[src/rtl/uart_pkg.sv]
// Shared definitions for the buffered UART transmitter: FSM state encoding,
// data width and the bit-time helper.
package uart_pkg;

  localparam int DATA_BITS = 8;

  typedef enum logic [2:0] {
    IDLE,
    START,
    DATA,
    PARITY,
    STOP
  } tx_state_t;

  // Clock cycles per serial bit, truncated toward zero.
  function automatic int clks_per_bit(input int clk_hz, input int baud);
    return clk_hz / baud;
  endfunction

endpackage

[src/rtl/uart_tx_fifo.sv]
// Synchronous FIFO used as the transmit queue. DEPTH must be a power of two
// so the read/write pointers wrap naturally. Pushes into a full FIFO and pops
// from an empty FIFO are ignored.
module uart_tx_fifo #(
  parameter int DEPTH = 4,
  parameter int WIDTH = 8
) (
  input  logic                     clock,
  input  logic                     reset,
  input  logic                     push_i,
  input  logic [WIDTH-1:0]         push_data_i,
  input  logic                     pop_i,
  output logic [WIDTH-1:0]         pop_data_o,
  output logic                     full_o,
  output logic                     empty_o,
  output logic [$clog2(DEPTH):0]   count_o
);

  localparam int PTR_W = $clog2(DEPTH);
  localparam logic [PTR_W:0] DEPTH_CNT = (PTR_W + 1)'(DEPTH);

  logic [WIDTH-1:0] mem_q [DEPTH];
  logic [PTR_W-1:0] wr_ptr_q, wr_ptr_d;
  logic [PTR_W-1:0] rd_ptr_q, rd_ptr_d;
  logic [PTR_W:0]   count_q, count_d;
  logic             do_push;
  logic             do_pop;

  assign full_o     = (count_q == DEPTH_CNT);
  assign empty_o    = (count_q == '0);
  assign do_push    = push_i && !full_o;
  assign do_pop     = pop_i && !empty_o;
  assign pop_data_o = mem_q[rd_ptr_q];
  assign count_o    = count_q;

  // Storage write on an accepted push.
  // NOTE: the data array is not reset; the pointers and count alone decide
  // which entries are valid, so clearing storage would only cost logic.
  always_ff @(posedge clock) begin
    if (do_push) begin
      mem_q[wr_ptr_q] <= push_data_i;
    end
  end

  // Next pointer and occupancy values; push and pop together leave count as is.
  always_comb begin
    wr_ptr_d = wr_ptr_q;
    rd_ptr_d = rd_ptr_q;
    count_d  = count_q;
    if (do_push) begin
      wr_ptr_d = wr_ptr_q + 1'b1;
    end
    if (do_pop) begin
      rd_ptr_d = rd_ptr_q + 1'b1;
    end
    case ({do_push, do_pop})
      2'b10:   count_d = count_q + 1'b1;
      2'b01:   count_d = count_q - 1'b1;
      default: count_d = count_q;
    endcase
  end

  // Pointer and occupancy registers with synchronous reset.
  // NOTE: sequential state uses non-blocking assignments so every register
  // samples the pre-edge values regardless of statement order.
  always_ff @(posedge clock) begin
    if (reset) begin
      wr_ptr_q <= '0;
      rd_ptr_q <= '0;
      count_q  <= '0;
    end else begin
      wr_ptr_q <= wr_ptr_d;
      rd_ptr_q <= rd_ptr_d;
      count_q  <= count_d;
    end
  end

endmodule

[src/rtl/uart_tx_buffered.sv]
// Buffered 8N1 UART transmitter, LSB first. Bytes are queued in uart_tx_fifo
// and serialised back to back with no idle gap while the queue is non-empty.
// Define UART_TX_PARITY_EN to insert an even-parity bit between the last
// data bit and the stop bit (11-bit frames instead of 10).
module uart_tx_buffered
  import uart_pkg::*;
#(
  parameter int CLK_HZ = 5_000_000,
  parameter int BAUD   = 9600,
  parameter int DEPTH  = 4
) (
  input  logic                   clock,
  input  logic                   reset,
  input  logic [DATA_BITS-1:0]   dataIn,
  input  logic                   dataReady,
  output logic                   ready,
  output logic                   tx,
  output logic                   busy,
  output logic [$clog2(DEPTH):0] fifo_count,
  output logic                   overflow
);

  localparam int CLKS_PER_BIT = clks_per_bit(CLK_HZ, BAUD);
  localparam int CNT_W        = (CLKS_PER_BIT > 1) ? $clog2(CLKS_PER_BIT) : 1;
  localparam logic [CNT_W-1:0] CNT_LAST = CNT_W'(CLKS_PER_BIT - 1);
  localparam int IDX_W        = $clog2(DATA_BITS);
  localparam logic [IDX_W-1:0] IDX_LAST = IDX_W'(DATA_BITS - 1);

  tx_state_t            state_q;
  logic [CNT_W-1:0]     baud_cnt_q;
  logic [IDX_W-1:0]     bit_idx_q;
  logic [DATA_BITS-1:0] shift_q;
  logic                 tx_q;
  logic                 overflow_q;
`ifdef UART_TX_PARITY_EN
  logic                 parity_q;
`endif

  logic                 fifo_full;
  logic                 fifo_empty;
  logic [DATA_BITS-1:0] fifo_data;
  logic [$clog2(DEPTH):0] fifo_cnt;
  logic                 bit_done;
  logic                 pop;

  uart_tx_fifo #(
    .DEPTH (DEPTH),
    .WIDTH (DATA_BITS)
  ) u_fifo (
    .clock       (clock),
    .reset       (reset),
    .push_i      (dataReady),
    .push_data_i (dataIn),
    .pop_i       (pop),
    .pop_data_o  (fifo_data),
    .full_o      (fifo_full),
    .empty_o     (fifo_empty),
    .count_o     (fifo_cnt)
  );

  // Pop the queue head when idle, or at the end of a stop bit to chain frames.
  // NOTE: every always_comb output gets a default first so no path leaves it
  // unassigned, which would otherwise infer a latch.
  always_comb begin
    bit_done = (baud_cnt_q == CNT_LAST);
    pop      = 1'b0;
    case (state_q)
      IDLE:    pop = !fifo_empty;
      STOP:    pop = bit_done && !fifo_empty;
      default: pop = 1'b0;
    endcase
  end

  // Frame sequencer: state, bit timer, bit index, shift register and tx line.
  always_ff @(posedge clock) begin
    if (reset) begin
      state_q    <= IDLE;
      baud_cnt_q <= '0;
      bit_idx_q  <= '0;
      shift_q    <= '0;
      tx_q       <= 1'b1;
    end else begin
      case (state_q)
        IDLE: begin
          baud_cnt_q <= '0;
          tx_q       <= 1'b1;
          if (pop) begin
            shift_q <= fifo_data;
            state_q <= START;
            tx_q    <= 1'b0;
          end
        end
        START: begin
          if (bit_done) begin
            baud_cnt_q <= '0;
            bit_idx_q  <= '0;
            state_q    <= DATA;
            tx_q       <= shift_q[0];
          end else begin
            baud_cnt_q <= baud_cnt_q + 1'b1;
          end
        end
        DATA: begin
          if (bit_done) begin
            baud_cnt_q <= '0;
            if (bit_idx_q == IDX_LAST) begin
`ifdef UART_TX_PARITY_EN
              state_q <= PARITY;
              tx_q    <= parity_q;
`else
              state_q <= STOP;
              tx_q    <= 1'b1;
`endif
            end else begin
              shift_q   <= shift_q >> 1;
              tx_q      <= shift_q[1];
              bit_idx_q <= bit_idx_q + 1'b1;
            end
          end else begin
            baud_cnt_q <= baud_cnt_q + 1'b1;
          end
        end
`ifdef UART_TX_PARITY_EN
        PARITY: begin
          if (bit_done) begin
            baud_cnt_q <= '0;
            state_q    <= STOP;
            tx_q       <= 1'b1;
          end else begin
            baud_cnt_q <= baud_cnt_q + 1'b1;
          end
        end
`endif
        STOP: begin
          if (bit_done) begin
            baud_cnt_q <= '0;
            if (pop) begin
              shift_q <= fifo_data;
              state_q <= START;
              tx_q    <= 1'b0;
            end else begin
              state_q <= IDLE;
              tx_q    <= 1'b1;
            end
          end else begin
            baud_cnt_q <= baud_cnt_q + 1'b1;
          end
        end
        default: begin
          state_q    <= IDLE;
          baud_cnt_q <= '0;
          tx_q       <= 1'b1;
        end
      endcase
    end
  end

`ifdef UART_TX_PARITY_EN
  // Even parity of the byte being loaded, captured alongside the shift register.
  always_ff @(posedge clock) begin
    if (reset) begin
      parity_q <= 1'b0;
    end else if (pop) begin
      parity_q <= ^fifo_data;
    end
  end
`endif

  // Sticky overflow flag: a write strobe while the queue is full.
  always_ff @(posedge clock) begin
    if (reset) begin
      overflow_q <= 1'b0;
    end else if (dataReady && fifo_full) begin
      overflow_q <= 1'b1;
    end
  end

  assign ready      = !fifo_full;
  assign tx         = tx_q;
  assign busy       = (state_q != IDLE) || !fifo_empty;
  assign fifo_count = fifo_cnt;
  assign overflow   = overflow_q;

endmodule
[config.mk]
export PLATFORM = sky130hd
export DESIGN_NAME = uart_tx_buffered
export DESIGN_NICKNAME = d
export VERILOG_FILES = /design/src/rtl/uart_pkg.sv /design/src/rtl/uart_tx_fifo.sv /design/src/rtl/uart_tx_buffered.sv
export SDC_FILE = /design/constraint.sdc
export NUM_CORES = 1
export LEC_CHECK = 0
export ABC_AREA = 1
export CAP_MARGIN = 10
export CORE_UTILIZATION = 40
export DETAILED_ROUTE_END_ITERATION = 10
export PLACE_DENSITY_LB_ADDON = 0.12
export SYNTH_ARGS = -nofsm -noshare
export SYNTH_HDL_FRONTEND = slang
export SYNTH_SLANG_ARGS = --single-unit
[constraint.sdc]
create_clock -name clock -period 2.6 [get_ports clock]
set_input_delay 0.52 -clock clock [delete_from_list [all_inputs] [get_ports clock]]
set_output_delay 0.52 -clock clock [all_outputs]
set_load 0.1 [all_outputs]
==> flow_summary_export.csv <==
group,metric,value,unit
sta,fin_tns_setup,0,ns
global_route,first_global_vias,1957,
sta,slew_headroom,67.2,%
detailed_routing,drtIter0Drc,106,
synth,synth.most_common_cell,"nand2_1",
synth,synth-seq-cells,67,
detailed_routing,totalWireLength,5770,um
sta,tightest_slew,0.492,ns
synth,syn_inst,339,
clock_tree,cts_hold_buf,0,
worst_setup_path,crit_family,"adder cells",
clock_tree,clockBufferDepth,2,
synth,yosys.area.top_type,"edfxtp_1",
worst_hold_path,hp-class,"register to register",
floorplanning,core.rowCount,31,
clock_tree,cts_tree,"yes",
sta,drv_slew,0,
detailed_routing,via_per_inst,4.75,
cells_and_area,n_antenna_cell,0,
synth,synth-edff-count,32,
floorplanning,die_w,89.1,um
global_route,grt_usage,16.2,%
cells_and_area,drive_above_1_share,15.1,%
global_route,antenna_found_initial,0,
sta,finalSetupViolCount,0,
worst_setup_path,endpoint_kind,"register",
worst_setup_path,cp_data_arrival_time,2.50,ns
worst_setup_path,crit_type,"register to register",
clock_tree,cts.sinks,67,
sta,period_share,87.6,%
clock_tree,postCtsResizedCells,0,
global_route,grt_pass1_wl,9360,um
power_and_ir_drop,p_seq_share,35.7,%
synth,ys_warn_count,0,
floorplanning,dieArea,7930,sq um
cells_and_area,fin_nets,385,
clock_tree,post-cts-setup-buffers,0,
detailed_routing,vias,2229,
clock_tree,clock_latency,0.35,ns
sta,layout_min_cycle_time,2.28,ns
worst_setup_path,startpoint_type,"register",
power_and_ir_drop,p_comb_share,37.1,%
sta,clock_skew,0.0130,ns
floorplanning,coreArea,7290,sq um
cells_and_area,syn_to_final_growth,17.5,%
global_route,overflow,0,
cells_and_area,fillers,746,
sta,timing.fmax,439,MHz
floorplanning,ios,18,
power_and_ir_drop,power_density,1100,nW/um^2
worst_setup_path,max_stage_delay,0.38,ns
run,drv_cap,0,
synth,synth_top_area_share,31.7,%
power_and_ir_drop,pwr-share-clk,27.2,%
power_and_ir_drop,p_leak,0.00138,uW
detailed_routing,remaining_drc_errors,0,
worst_setup_path,crit_slowest_cell,"fa_1",
synth,synth_commonest_cells,"nand2_1 (64), nand3_1 (44), dfxtp_1 (35)",
detailed_routing,firstDrtPassIters,4,
status,status,"finished, final reports clean",
power_and_ir_drop,irDropWorstVdd,0.872,mV
placed_design,io_buffers,17,
synth,synth_nets,359,
synth,ys.flop_type,"dfxtp_1",
global_route,grt_start_max_net_pins,23,
synth,synth_seq_area_share,54.8,%
power_and_ir_drop,swShare,39.4,%
synth,netlist_area,3030,sq um
power_and_ir_drop,power.total,3920,uW
sta,rsz0062_at_grt,"false",
power_and_ir_drop,p_switching,1540,uW
power_and_ir_drop,p_int,2370,uW
synth,avgSynthCellArea,8.95,sq um
clock_tree,path_clk_slew,0.07,ns
clock_tree,h-tree-depth,3,
worst_setup_path,cp.required,2.83,ns
floorplanning,die_height,89.1,um
worst_setup_path,cp_max_fo,5,
cells_and_area,post-route-util,48.9,%
synth,ys_types,31,
floorplanning,initial_core_util,41.6,%
clock_tree,cts_buffers,9,
worst_setup_path,crit_chain,"ha_1 -> nand2_2 -> nor2_4 -> nand3_4 -> nand2_2 -> nand2_2 -> clkinv_2 -> ha_1 -> inv_1 -> fa_1 -> a21oi_1 -> o21ai_0 -> o21ai_0 -> a21oi_1",
clock_tree,cts-root-buf,"clkbuf_8",
synth,synth_area_leaders,"edfxtp_1 (32%), dfxtp_1 (23%), nand2_1 (7.9%)",
worst_setup_path,critPathBufInv,2,
detailed_routing,postRouteAntennaNets,0,
worst_setup_path,crit_path_frequent_cell,"nand2_2",
synth,async_flop_share,0,%
detailed_routing,wl_per_cell,12.3,um
placed_design,gp_congestion,0.799,
sta,hold_viol,0,
placed_design,dp_hpwl,3940,um
-- worst register-to-register path, stage by stage (launching register included) --
cell      delay, ns
dfxtp_1        0.35
ha_1           0.22
nand2_2        0.08
nor2_4         0.14
nand3_4        0.12
nand2_2        0.09
nand2_2        0.06
clkinv_2       0.07
ha_1           0.13
inv_1          0.06
fa_1           0.38
a21oi_1        0.14
o21ai_0        0.10
o21ai_0        0.16
a21oi_1        0.06
-- area by class of cell --
class                           instances  area (sq um)  share of cell area (%)
Clock buffer                            9           124                    3.48
Timing Repair Buffer                   26           220                    6.18
Sequential cell                        67          1670                    46.7
Tap cell                               99           124                    3.48
Clock inverter                          7           123                    3.44
Multi-Input combinational cell        221          1160                    32.4
Inverter                               40           151                    4.25
-- power groups by stage --
| stage | Clock [uW] | Combinational, uW | Sequential [uW] |
|---|---|---|---|
| 2_1_floorplan | 0 | 1040 | 1550 |
| 3_3_place_gp | 0 | 1450 | 1420 |
| 3_5_place_dp | 0 | 1470 | 1430 |
| 4_1_cts | 1090 | 1480 | 1400 |
| 5_1_grt | 1140 | 1640 | 1420 |
| 6_report | 1070 | 1450 | 1400 |
-- layout by cell type, fill, tap and decap left out --
cell type,count
nor3_1,4
a21oi_1,25
clkinv_1,1
ha_1,8
clkinv_2,1
clkdlybuf4s50_1,10
edfxtp_1,32
nor3b_1,2
clkinvlp_4,2
nand4_4,1
o21ai_1,1
nand4_1,4
nand3_1,43
nand2_1,64
nor2_4,3
nand3b_1,1
nor2_1,31
fa_1,1
buf_4,16
nor2_2,3
xor2_1,1
inv_6,2
dfxtp_2,3
inv_2,4
bufinv_16,3
o21ai_0,19
nand2_2,4
nand3_4,2
or2_2,2
a31oi_1,1
dfxtp_1,32
nand3_2,1
clkbuf_8,9
inv_1,34
-- state kept, by name, summed over array words and instances (netlist names), named ones only --
name / flops
u_fifo.mem_q: 32
baud_cnt_q: 10
shift_q: 8
bit_idx_q: 3
state_q: 3
u_fifo.count_o: 3
u_fifo.rd_ptr_q: 2
u_fifo.wr_ptr_q: 2
overflow: 1
tx: 1
-- worst paths after layout --
kind / slack (ns) / from / endpoint / cells after the start
setup / recovery: 0.32 / baud_cnt_q[0]$_SDFF_PP0_ / u_fifo.count_o[2]$_SDFFE_PP0P_ / 14
hold / removal: 0.45 / baud_cnt_q[0]$_SDFF_PP0_ / baud_cnt_q[0]$_SDFF_PP0_ / 1
setup reg to reg: 0.32 / baud_cnt_q[0]$_SDFF_PP0_ / u_fifo.count_o[2]$_SDFFE_PP0P_ / 14
hold reg to reg: 0.45 / baud_cnt_q[0]$_SDFF_PP0_ / baud_cnt_q[0]$_SDFF_PP0_ / 1
-- through the flow --
| stage | setup slack, ns | instances | hold slack (ns) | area, sq um |
|---|---|---|---|---|
| finish | 0.322 | 469 | 0.446 | 3560 |
| global route | 0.163 | 469 | 0.463 | 3560 |
| global placement | 0.402 | 453 | 0.430 | 3320 |
| CTS | 0.334 | 469 | 0.450 | 3560 |
| detailed placement | 0.335 | 453 | 0.436 | 3320 |
| floorplan | 0.0888 | 339 | 0.418 | 3050 |
-- routing by layer --
metal / share of wire, % / vias to the layer above / track usage (%)
li1: - / 1182 / -
met1: 50 / 1017 / 22.3
met2: 45 / 23 / 24.0
met3: 2.7 / 7 / 4.43
met4: 1.8 / 0 / 6.93
met5: 0 / - / 0
-- cells by family after synthesis --
kind of cell	share of synthesized area, %
AOI/OAI and AO/OA	7.63
xor gates and xnor gates	0.289
adders and majority gates	3.96
buffers and inverters	7.51
DFF	54.8
and+or+nand+nor	25.8
Power figures use the tool's default switching activity.
